<file path="config.mk">
export PLATFORM = sky130hd
export DESIGN_NAME = mem_wb_stage
export DESIGN_NICKNAME = d
export VERILOG_FILES = /design/src/rtl/mem_wb_stage_pkg.sv /design/src/rtl/mem_timeout_counter.sv /design/src/rtl/mem_wb_stage.sv
export SDC_FILE = /design/constraint.sdc
export NUM_CORES = 1
export LEC_CHECK = 0
export ABC_AREA = 1
export CAP_MARGIN = 10
export CORE_ASPECT_RATIO = 0.6
export CORE_MARGIN = 5
export CORE_UTILIZATION = 44
export CTS_CLUSTER_SIZE = 25
export DETAILED_ROUTE_END_ITERATION = 6
export MAX_ROUTING_LAYER = met4
export PLACE_DENSITY_LB_ADDON = 0.1
export SYNTH_ARGS = -nofsm -noshare
export SYNTH_HDL_FRONTEND = slang
export SYNTH_SLANG_ARGS = --single-unit
export TNS_END_PERCENT = 100
</file>
<file path="constraint.sdc">
create_clock -name clk -period 2.75 [get_ports clk]
set_input_delay 0.275 -clock clk [delete_from_list [all_inputs] [get_ports clk]]
set_output_delay 0.275 -clock clk [all_outputs]
set_load 0.02 [all_outputs]
</file>
<file path="src/rtl/mem_wb_stage_pkg.sv">
`default_nettype none
// ============================================================================
//  Module      : mem_wb_stage_pkg
//  Description : Shared types and constants for the MEM stage / MEM-WB
//                pipeline register: FSM state encoding, default widths,
//                timeout default and the all-zero reset word.
//  Revision    : 1.0 - initial release
// ============================================================================
package mem_wb_stage_pkg;

    // Two-state access FSM, explicitly 1 bit wide
    typedef logic [0:0] state_t;

    localparam state_t c_ST_IDLE = 1'b0;
    localparam state_t c_ST_WAIT = 1'b1;

    localparam int c_DATA_W_DEF         = 32;
    localparam int c_REG_W_DEF          = 5;
    localparam int c_TIMEOUT_CYCLES_DEF = 255;

    localparam logic [c_DATA_W_DEF-1:0] c_WORD_ZERO = '0;

    // A store and a load request both count as a memory access
    function automatic logic f_is_access(input logic rd, input logic wr);
        return rd | wr;
    endfunction

endpackage
`default_nettype wire

</file>
<file path="src/rtl/mem_timeout_counter.sv">
`default_nettype none
// ============================================================================
//  Module      : mem_timeout_counter
//  Description : Counts memory WAIT cycles without acknowledge. o_terminal
//                rises in the TIMEOUT_CYCLES-th counted cycle. Present only
//                when MEM_TIMEOUT_EN is defined.
//  Revision    : 1.0 - initial release
// ============================================================================
`ifdef MEM_TIMEOUT_EN
module mem_timeout_counter #(
    parameter int TIMEOUT_CYCLES = 255
) (
    input  logic clk,
    input  logic rst,
    input  logic i_clear,
    input  logic i_enable,
    output logic o_terminal
);

    localparam int c_CNT_W = (TIMEOUT_CYCLES < 2) ? 1 : $clog2(TIMEOUT_CYCLES);

    logic [c_CNT_W-1:0] r_count;

    // Terminal when the current cycle is the last allowed un-acked one
    assign o_terminal = (r_count == c_CNT_W'(TIMEOUT_CYCLES - 1));

    // Cycle counter: cleared outside WAIT, saturates at the terminal value
    always_ff @(posedge clk) begin
        if (rst || i_clear) begin
            r_count <= '0;
        end else if (i_enable && !o_terminal) begin
            r_count <= r_count + c_CNT_W'(1);
        end
    end

endmodule
`endif
`default_nettype wire

</file>
<file path="src/rtl/mem_wb_stage.sv">
`default_nettype none
// ============================================================================
//  Module      : mem_wb_stage
//  Description : Memory-access stage plus MEM/WB pipeline register. Issues a
//                registered request to a variable-latency data memory,
//                stalls upstream while it is outstanding and registers the
//                write-back data, destination and write enable.
//                Optional feature: define MEM_TIMEOUT_EN to abort accesses
//                that see no acknowledge within TIMEOUT_CYCLES WAIT cycles.
//  Revision    : 1.0 - initial release
// ============================================================================
module mem_wb_stage
    import mem_wb_stage_pkg::*;
#(
    parameter int DATA_W         = c_DATA_W_DEF,
    parameter int REG_W          = c_REG_W_DEF,
    parameter int TIMEOUT_CYCLES = c_TIMEOUT_CYCLES_DEF
) (
    input  logic              clk,
    input  logic              rst,
    input  logic              mem_write_in,
    input  logic              mem_read_in,
    input  logic              reg_write_in,
    input  logic              mem_to_reg_in,
    input  logic [REG_W-1:0]  mux_reg_dst_out_in,
    input  logic [DATA_W-1:0] ALU_result_in,
    input  logic [DATA_W-1:0] mux_ALU_src_B_out_in,
    output logic              dmem_req,
    output logic              dmem_we,
    output logic [DATA_W-1:0] dmem_addr,
    output logic [DATA_W-1:0] dmem_wdata,
    input  logic              dmem_ack,
    input  logic [DATA_W-1:0] dmem_rdata,
    output logic              stall_out,
    output logic              reg_write_out,
    output logic [REG_W-1:0]  wb_reg_out,
    output logic [DATA_W-1:0] wb_data_out,
    output logic              timeout_err_out
);

    state_t              r_state;
    state_t              w_state_next;
    logic                w_access;
    logic                w_timeout;
    logic                w_stall;
    logic                r_dmem_req;
    logic                r_dmem_we;
    logic [DATA_W-1:0]   r_dmem_addr;
    logic [DATA_W-1:0]   r_dmem_wdata;
    logic                r_reg_write;
    logic [REG_W-1:0]    r_wb_reg;
    logic [DATA_W-1:0]   r_wb_data;

    assign w_access = f_is_access(mem_read_in, mem_write_in);

`ifdef MEM_TIMEOUT_EN
    logic w_terminal;
    logic r_timeout_err;

    mem_timeout_counter #(
        .TIMEOUT_CYCLES (TIMEOUT_CYCLES)
    ) u_timeout_counter (
        .clk        (clk),
        .rst        (rst),
        .i_clear    (r_state == c_ST_IDLE),
        .i_enable   ((r_state == c_ST_WAIT) && !dmem_ack),
        .o_terminal (w_terminal)
    );

    // An ack in the terminal cycle completes normally instead of aborting
    assign w_timeout = (r_state == c_ST_WAIT) && w_terminal && !dmem_ack;

    // One-cycle error pulse on the edge that aborts the access
    always_ff @(posedge clk) begin
        if (rst) begin
            r_timeout_err <= 1'b0;
        end else begin
            r_timeout_err <= w_timeout;
        end
    end

    assign timeout_err_out = r_timeout_err;
`else
    logic w_unused_cfg;
    assign w_unused_cfg    = ^TIMEOUT_CYCLES;
    assign w_timeout       = 1'b0;
    assign timeout_err_out = 1'b0;
`endif

    // State register
    always_ff @(posedge clk) begin
        if (rst) begin
            r_state <= c_ST_IDLE;
        end else begin
            r_state <= w_state_next;
        end
    end

    // Next state: start on any access, finish on ack or abort
    always_comb begin
        w_state_next = r_state;
        case (r_state)
            c_ST_IDLE: if (w_access)               w_state_next = c_ST_WAIT;
            default:   if (dmem_ack || w_timeout)  w_state_next = c_ST_IDLE;
        endcase
    end

    // Stall: never depends on read data, only on state, access and ack
    always_comb begin
        w_stall = 1'b0;
        case (r_state)
            c_ST_IDLE: w_stall = w_access;
            default:   w_stall = !(dmem_ack || w_timeout);
        endcase
    end

    assign stall_out = w_stall;

    // Memory port and MEM/WB register; a bubble only clears the write enable
    always_ff @(posedge clk) begin
        if (rst) begin
            r_dmem_req   <= 1'b0;
            r_dmem_we    <= 1'b0;
            r_dmem_addr  <= DATA_W'(c_WORD_ZERO);
            r_dmem_wdata <= DATA_W'(c_WORD_ZERO);
            r_reg_write  <= 1'b0;
            r_wb_reg     <= '0;
            r_wb_data    <= DATA_W'(c_WORD_ZERO);
        end else begin
            case (r_state)
                c_ST_IDLE: begin
                    if (w_access) begin
                        r_dmem_req   <= 1'b1;
                        r_dmem_we    <= mem_write_in;
                        r_dmem_addr  <= ALU_result_in;
                        r_dmem_wdata <= mux_ALU_src_B_out_in;
                        r_reg_write  <= 1'b0;
                    end else begin
                        r_reg_write  <= reg_write_in;
                        r_wb_reg     <= mux_reg_dst_out_in;
                        r_wb_data    <= ALU_result_in;
                    end
                end
                default: begin
                    if (dmem_ack) begin
                        r_dmem_req   <= 1'b0;
                        r_reg_write  <= reg_write_in;
                        r_wb_reg     <= mux_reg_dst_out_in;
                        r_wb_data    <= mem_to_reg_in ? dmem_rdata : ALU_result_in;
                    end else begin
                        r_reg_write  <= 1'b0;
                        if (w_timeout) begin
                            r_dmem_req <= 1'b0;
                        end
                    end
                end
            endcase
        end
    end

    assign dmem_req      = r_dmem_req;
    assign dmem_we       = r_dmem_we;
    assign dmem_addr     = r_dmem_addr;
    assign dmem_wdata    = r_dmem_wdata;
    assign reg_write_out = r_reg_write;
    assign wb_reg_out    = r_wb_reg;
    assign wb_data_out   = r_wb_data;

endmodule
`default_nettype wire

</file>
==> results by group, run 1 <==
Setup path
  – Crit. path cell count: 4
  – Kind of cell adding the most delay to the critical path: buffers and inverters
  – Worst path required time: between 2 and 2.5 ns
  – Worst R2R Start: r_state$_SDFF_PP0_
  – Max incr delay on CP: 0.62 ns
  – R2R Path End: wb_reg_out[3]$_SDFFE_PP0P_
  – Worst setup SP type: flip-flop
  – Reg2Reg Depth: 7
  – Critical path data arrival time: ~1.8 ns
  – WP buf/inv: 2
  – Critical path class: flip-flop to primary output
  – Flop2flop setup slack: about 1.0 ns
  – CP startpoint: r_state$_SDFF_PP0_
  – Setup crit end kind: primary output
  – Slowest CP cell: clkdlybuf4s50_1
  – Worst-path cell chain: buf_4, nand2_2, nand2_4, clkdlybuf4s50_1
  – Critical path endpoint: stall_out
  – CP Max Fanout: 19

Detailed routing
  – Drt pass-1 iters: 5
  – Routed Wire Length: around 14,000 µm
  – Vias post-DR: 4,662
  – WL/cell: around 15 µm
  – Vias per inst: about 4.8
  – DRT antenna net count: 0
  – DR iter-0 viols: 312
  – Drc violations: 0

STA
  – Worst relative slew slack: 56.6%
  – Max Fclk: around 470 MHz
  – Clock skew: about 0.0052 ns
  – RSZ-0062 raised after global routing: no
  – Hold Vio Cnt, Final: 0
  – Setup TNS: 0 ns
  – Tcrit/Tclk final: ~77%
  – Fin. max-slew vios: 0
  – Final setup violating endpoints: 0
  – Final Critical Period: around 2.1 ns
  – Least-Margin Pin Slew: roughly 0.65 ns

Flow run
  – Max-Cap Viols: 0

Die
  – FP Rows: 28
  – Core Area: 9810 µm²
  – Initial Util: between 40 and 50%
  – Die H: around 90 µm
  – Die width: about 140 µm
  – I/O pins: around 210
  – DIE AREA: roughly 12,000 µm²

Clock network
  – Hold Buf Count CTS: 0
  – CTS buffer count: 9
  – Clock sinks: approximately 110
  – CTS tree: done
  – Post-CTS Setup Repair Bufs: 0
  – Worst-path clk slew: approximately 0.07 ns
  – Clk root buf: clkbuf_16
  – Post-CTS Resized: 0
  – CTS max path bufs: 2
  – H-tree depth: 3
  – Clk Latency, worst-skew pair: between 0.3 and 0.4 ns

Synthesis
  – Flops & latches, synth: between 100 and 150
  – Post-Syn Area per Cell: a little under 7 µm²
  – Yosys cell types: 19
  – Mapped Area: ~4400 µm²
  – Post-synth top area share: a little under half
  – Yosys warning count: 0
  – Syn Nets: 753
  – Register area share after synthesis: between 40% and 50%
  – Largest cells by area after synthesis: dfxtp_1 48%, nor2_1 18%, nand2_1 9.2%, nand3_1 7.8%, o21ai_0 7.3%
  – Post-Syn Instances: around 650
  – Post-synth top area cell: dfxtp_1

Hold path
  – HP Class: flip-flop to flip-flop

Place
  – Port buffer count: 212
  – HPWL after detailed placement: around 10,000 µm
  – Final RePlAce weighted congestion: roughly 0.84
  – Placed inst area: around 6500 µm²

Status
  – Status: completed

Power and ir drop
  – Peak VDD IR: around 0.37 mV
  – Pwr Density: approximately 610 nW/µm²
  – Lkg Pwr: approximately 3.0 nW

Global routing
  – Grt ovf: 0
  – Vias in the first global route: 4,388
  – Global Route Usage Sum: 23.1%
  – First-pass GRT wire length: about 22,000 µm
  – Largest net degree at the start of global routing: 71
  – Initial antenna violation count: 0

Layout
  – Nets: between 900 and 1,000
  – Final std cell area, no fill: just under 7000 µm²
  – Most common cell after layout, fill and taps aside: clkdlybuf4s50_1
  – Area grow syn2layout: 55.1%
  – Most frequent cells in the layout: 212 x clkdlybuf4s50_1, 206 x nor2_1, 108 x nand2_1
  – ANT cells: 0
  – Layout cells sized above 1: 3.82%
-- registers in the layout, indices dropped and copies added (netlist names) --
name and cells:
dmem_addr 32, dmem_wdata 32, wb_data_out 32, wb_reg_out 5, dmem_req 1, dmem_we 1
r_state 1, reg_write_out 1
-- Yosys cell counts --
library cell  count
nor2_1          206
nand2_1         108
dfxtp_1         105
nand3_1          69
o21ai_0          64
inv_1            39
buf_2            21
clkbuf_1          8
clkbuf_2          6
buf_6             5
buf_4             4
a21oi_1           2
buf_1             2
conb_1            1
inv_2             1
nand2_2           1
nand2_4           1
nor2_2            1
o21ai_4           1
-- through the flow --
stage / total power, W / worst slack, ns / hold WS (ns) / util (%) / cells
detailed placement: 0.00287 / 0.731 / 0.471 / 66.6 / 957
global route: 0.00434 / 0.552 / 0.484 / 69.7 / 973
finish: 0.00415 / 0.639 / 0.481 / 69.7 / 973
floorplan: 0.00234 / 1.62 / 0.344 / - / 645
global placement: 0.00284 / 0.810 / 0.458 / 66.6 / 957
CTS: 0.00418 / 0.628 / 0.483 / 69.7 / 973
-- where the power goes --
part           switching [W]  internal (W)
clock               0.000557      0.000756
combinational       0.000582      0.000512
sequential         0.0000743       0.00167
total                0.00121       0.00293
-- final cells by class --
class / instances / area (µm²)
clock inverters: 4 / 51.3
clock buffers: 12 / 256
well taps: 135 / 169
repair buffers: 223 / 2200
inverters: 40 / 150
fillers: 823 / 2970
flip-flops and latches: 105 / 2100
multi-input cells: 454 / 1900
-- worst reg2reg max path, stage by stage (launching register included) --
cell and delay (ns):
dfxtp_1 0.33, buf_4 0.26, inv_2 0.10, o21ai_4 0.08
buf_4 0.56, nand3_1 0.16, nand2_1 0.09, nor2_1 0.05
-- worst min-delay path by stage --
stage,endpoint,cells after the start,start
2_1_floorplan,dmem_we$_SDFFE_PP0P_,1,rst
3_3_place_gp,dmem_we$_SDFFE_PP0P_,2,dmem_we$_SDFFE_PP0P_
3_5_place_dp,dmem_we$_SDFFE_PP0P_,2,dmem_we$_SDFFE_PP0P_
4_1_cts,dmem_we$_SDFFE_PP0P_,2,dmem_we$_SDFFE_PP0P_
5_1_grt,reg_write_out$_SDFF_PP0_,3,reg_write_in
6_report,dmem_we$_SDFFE_PP0P_,2,dmem_we$_SDFFE_PP0P_
-- kinds of logic after synthesis --
| logic type | synth area share, % |
|---|---|
| compound gates | 7.86 |
| buf+inv | 9.28 |
| flops | 47.7 |
| other cells | 0.0850 |
| simple gates | 35.1 |
-- per-layer routing --
layer	up-vias	wire, µm	GRT usage [%]
met2	166	6480	37.6
met1	2105	6250	28.0
met3	17	1260	7.31
met4	0	193	6.48
met5	-	0	-
li1	2374	-	-
No activity file was read; power rests on OpenSTA's default activity.
==> run 2: changes to the inputs <==
--- a/config.mk
+++ b/config.mk
@@ -9,7 +9,7 @@
 export CAP_MARGIN = 10
 export CORE_ASPECT_RATIO = 0.6
 export CORE_MARGIN = 5
-export CORE_UTILIZATION = 44
+export CORE_UTILIZATION = 41
 export CTS_CLUSTER_SIZE = 25
 export DETAILED_ROUTE_END_ITERATION = 6
 export MAX_ROUTING_LAYER = met4
==> constraint.sdc (replaced) <==
create_clock -name clk -period 1.95 [get_ports clk]
set_input_delay 0.195 -clock clk [delete_from_list [all_inputs] [get_ports clk]]
set_output_delay 0.195 -clock clk [all_outputs]
set_load 0.02 [all_outputs]
==> run 2 against run 1 <==
Critical path depth decreased by 1. Final area increased by 1.1%. Final cell count increased by 0.82%. Count of clock-buffer cells in the layout decreased by 2. Global-route usage decreased by 0.76 points. Clock skew decreased by 0.0023 ns. Wire length increased by 0.69%. Register-to-register slack got worse by 0.58 ns. Non-clock buffer count increased by 4. Flip-flop and latch count unchanged. Sequential share of layout area decreased by 0.33 points. Critical endpoint unchanged. Largest cell class unchanged.
==> results by group, run 2 (synthesis gave the netlist of run 1 again) <==
Setup path
  – CP startpoint: r_state$_SDFF_PP0_
  – Critical path class: flip-flop to primary output
  – Max incr delay on CP: 0.65 ns (+0.03 ns)
  – R2R Path End: wb_reg_out[1]$_SDFFE_PP0P_
  – Setup crit end kind: primary output
  – Flop2flop setup slack: 0.44 ns (-0.58 ns)
  – Worst R2R Start: r_state$_SDFF_PP0_
  – Critical path data arrival time: 1.63 ns (-0.21 ns)
  – Slowest CP cell: clkdlybuf4s50_1
  – Worst-path cell chain: nand2_2, nand2_4, clkdlybuf4s50_1
  – CP Max Fanout: 6 (-13)
  – Worst setup SP type: flip-flop
  – Reg2Reg Depth: 6 (-1)
  – Worst path required time: 1.75 ns (-0.73 ns)

Detailed routing
  – Vias post-DR: 4,696 (+0.73%)
  – Drt pass-1 iters: 5 (unchanged)
  – WL/cell: 14.6 µm (-0.13%)
  – Drc violations: 0 (unchanged)
  – Vias per inst: 4.79 (about the same)
  – Routed Wire Length: 14,300 µm (+0.69%)
  – DRT antenna net count: 0 (unchanged)
  – DR iter-0 viols: 281 (-9.9%)

Hold path
  – Worst hold path startpoint: reg_write_in
  – HP Class: input pin to flip-flop
  – WHS Path Cells: 3 (+1)
  – Hold Path Sink: reg_write_out$_SDFF_PP0_

Status
  – Status: completed

Clock network
  – CTS max path bufs: 2 (unchanged)
  – Clock sinks: 105 (unchanged)
  – CTS buffer count: 9 (unchanged)
  – Hold Buf Count CTS: 0 (unchanged)
  – Worst-path clk slew: 0.07 ns (about the same)
  – CTS tree: done
  – H-tree depth: 3 (unchanged)
  – Clk root buf: clkbuf_16
  – Post-CTS Setup Repair Bufs: 0 (unchanged)
  – Post-CTS Resized: 0 (unchanged)
  – Clk Latency, worst-skew pair: 0.34 ns (about the same)

Layout
  – Nets: 945 (+0.43%)
  – Area grow syn2layout: 56.8%
  – ANT cells: 0 (unchanged)
  – # fillers: 955 (+16%)
  – Most common cell after layout, fill and taps aside: clkdlybuf4s50_1
  – Fin util: 65.7% (-4.0 points)
  – Most frequent cells in the layout: 212 x clkdlybuf4s50_1, 206 x nor2_1, 108 x nand2_1
  – Layout cells sized above 1: 4.28% (+0.46 points)

Global routing
  – Vias in the first global route: 4,502 (+2.6%)
  – Largest net degree at the start of global routing: 71 (unchanged)
  – First-pass GRT wire length: 23,000 µm (+4.6%)
  – Grt ovf: 0 (unchanged)
  – Initial antenna violation count: 0 (unchanged)
  – Global Route Usage Sum: 22.3% (-0.76 points)

Die
  – Initial Util: 41.9% (-3.0 points)
  – Die width: 144 µm (+3.3%)
  – DIE AREA: 13,000 µm² (+6.6%)
  – Core Area: 10,500 µm² (+7.3%)
  – Die H: 90.3 µm (+3.2%)
  – I/O pins: 214 (unchanged)
  – FP Rows: 29 (+3.6%)

Power and ir drop
  – Switching power: 0.00174 W (+44%)
  – Combinational power share: 26.9% (+0.5 points)
  – Switching power share of the total: 29.9% (+0.59 points)
  – Sequential Power Share: 42.0% (about the same)
  – Lkg Pwr: 3.06 nW (+1.1%)
  – Pwr Density: 844 nW/µm² (+39%)
  – Peak VDD IR: 0.496 mV (+36%)
  – Internal power: 0.00409 W (+40%)
  – Clk network pwr share: 31.1% (-0.6 points)

STA
  – Setup TNS: 0 ns (unchanged)
  – Tcrit/Tclk final: about 94%
  – Clock skew: 0.00292 ns (-0.00229 ns)
  – Max Fclk: roughly 550 MHz
  – Final setup violating endpoints: 0 (unchanged)
  – Fin. max-slew vios: 0 (unchanged)
  – Hold Vio Cnt, Final: 0 (unchanged)
  – Final Critical Period: 1.83 ns
  – RSZ-0062 raised after global routing: no

Place
  – Final RePlAce weighted congestion: 0.848 (+0.34%)
  – Port buffer count: 212 (unchanged)
  – HPWL after detailed placement: 10,300 µm (+3.0%)

Flow run
  – Max-Cap Viols: 0 (unchanged)
[run 2: cell count changes in the layout (fill, tap and decap cells not counted)]
cell | previous run | this run
clkinv_4 | 1 | 3
buf_12 | 0 | 4
clkbuf_8 | 2 | 0
[run 2: per-layer routing]
| metal | GRT usage, % | routed length, µm | up-vias | share of wire (%) |
|---|---|---|---|---|
| li1 | - | - | 2382 | - |
| met1 | 28.6 | 6440 | 2129 | 45 |
| met2 | 33.6 | 6220 | 172 | 44 |
| met3 | 8.15 | 1440 | 13 | 10 |
| met4 | 5.64 | 180 | 0 | 1.3 |
| met5 | - | 0 | - | 0 |
[run 2: worst max-delay path: cells and delay by family, from the launching register on]
kind,cells,cell delay (ns)
buffers and inverters,1,0.65
DFF,1,0.41
and+or+nand+nor,2,0.23
[run 2: worst max path at each step]
stage	slack, ns	endpoint	depth (start not counted)
after floorplan	0.86	wb_data_out[23]$_SDFFE_PP0P_	7
after global placement	0.19	stall_out	4
after detailed placement	0.18	stall_out	5
after CTS	0.10	stall_out	3
after global routing	0.002	stall_out	3
final	0.12	stall_out	3
[run 2: layout make-up]
class                   count  area [µm²]  share of cell area [%]
multi-input cells         454        1900                    27.5
flip-flops and latches    105        2100                    30.4
clock buffers              10         229                    3.31
inverters                  40         150                    2.17
well taps                 139         174                    2.52
repair buffers            227        2280                    33.1
clock inverters             6        68.8                   0.996
[run 2: power by group through the flow]
| stage | clock (W) | sequential [W] | combinational, W |
|---|---|---|---|
| floorplan | 0 | 0.00274 | 0.000556 |
| global placement | 0 | 0.00249 | 0.00156 |
| detailed placement | 0 | 0.00250 | 0.00158 |
| CTS | 0.00186 | 0.00245 | 0.00158 |
| global route | 0.00196 | 0.00248 | 0.00172 |
| finish | 0.00182 | 0.00245 | 0.00157 |
[run 2: stage by stage]
step / cells / total power (W) / worst slack, ns / instance area (µm²) / hold WS, ns
2_1_floorplan: 645 / 0.00330 / 0.855 / 4410 / 0.264
3_3_place_gp: 965 / 0.00405 / 0.191 / 6610 / 0.458
3_5_place_dp: 965 / 0.00408 / 0.179 / 6610 / 0.466
4_1_cts: 981 / 0.00590 / 0.103 / 6910 / 0.399
5_1_grt: 981 / 0.00616 / 0.00237 / 6910 / 0.397
6_report: 981 / 0.00584 / 0.123 / 6910 / 0.407
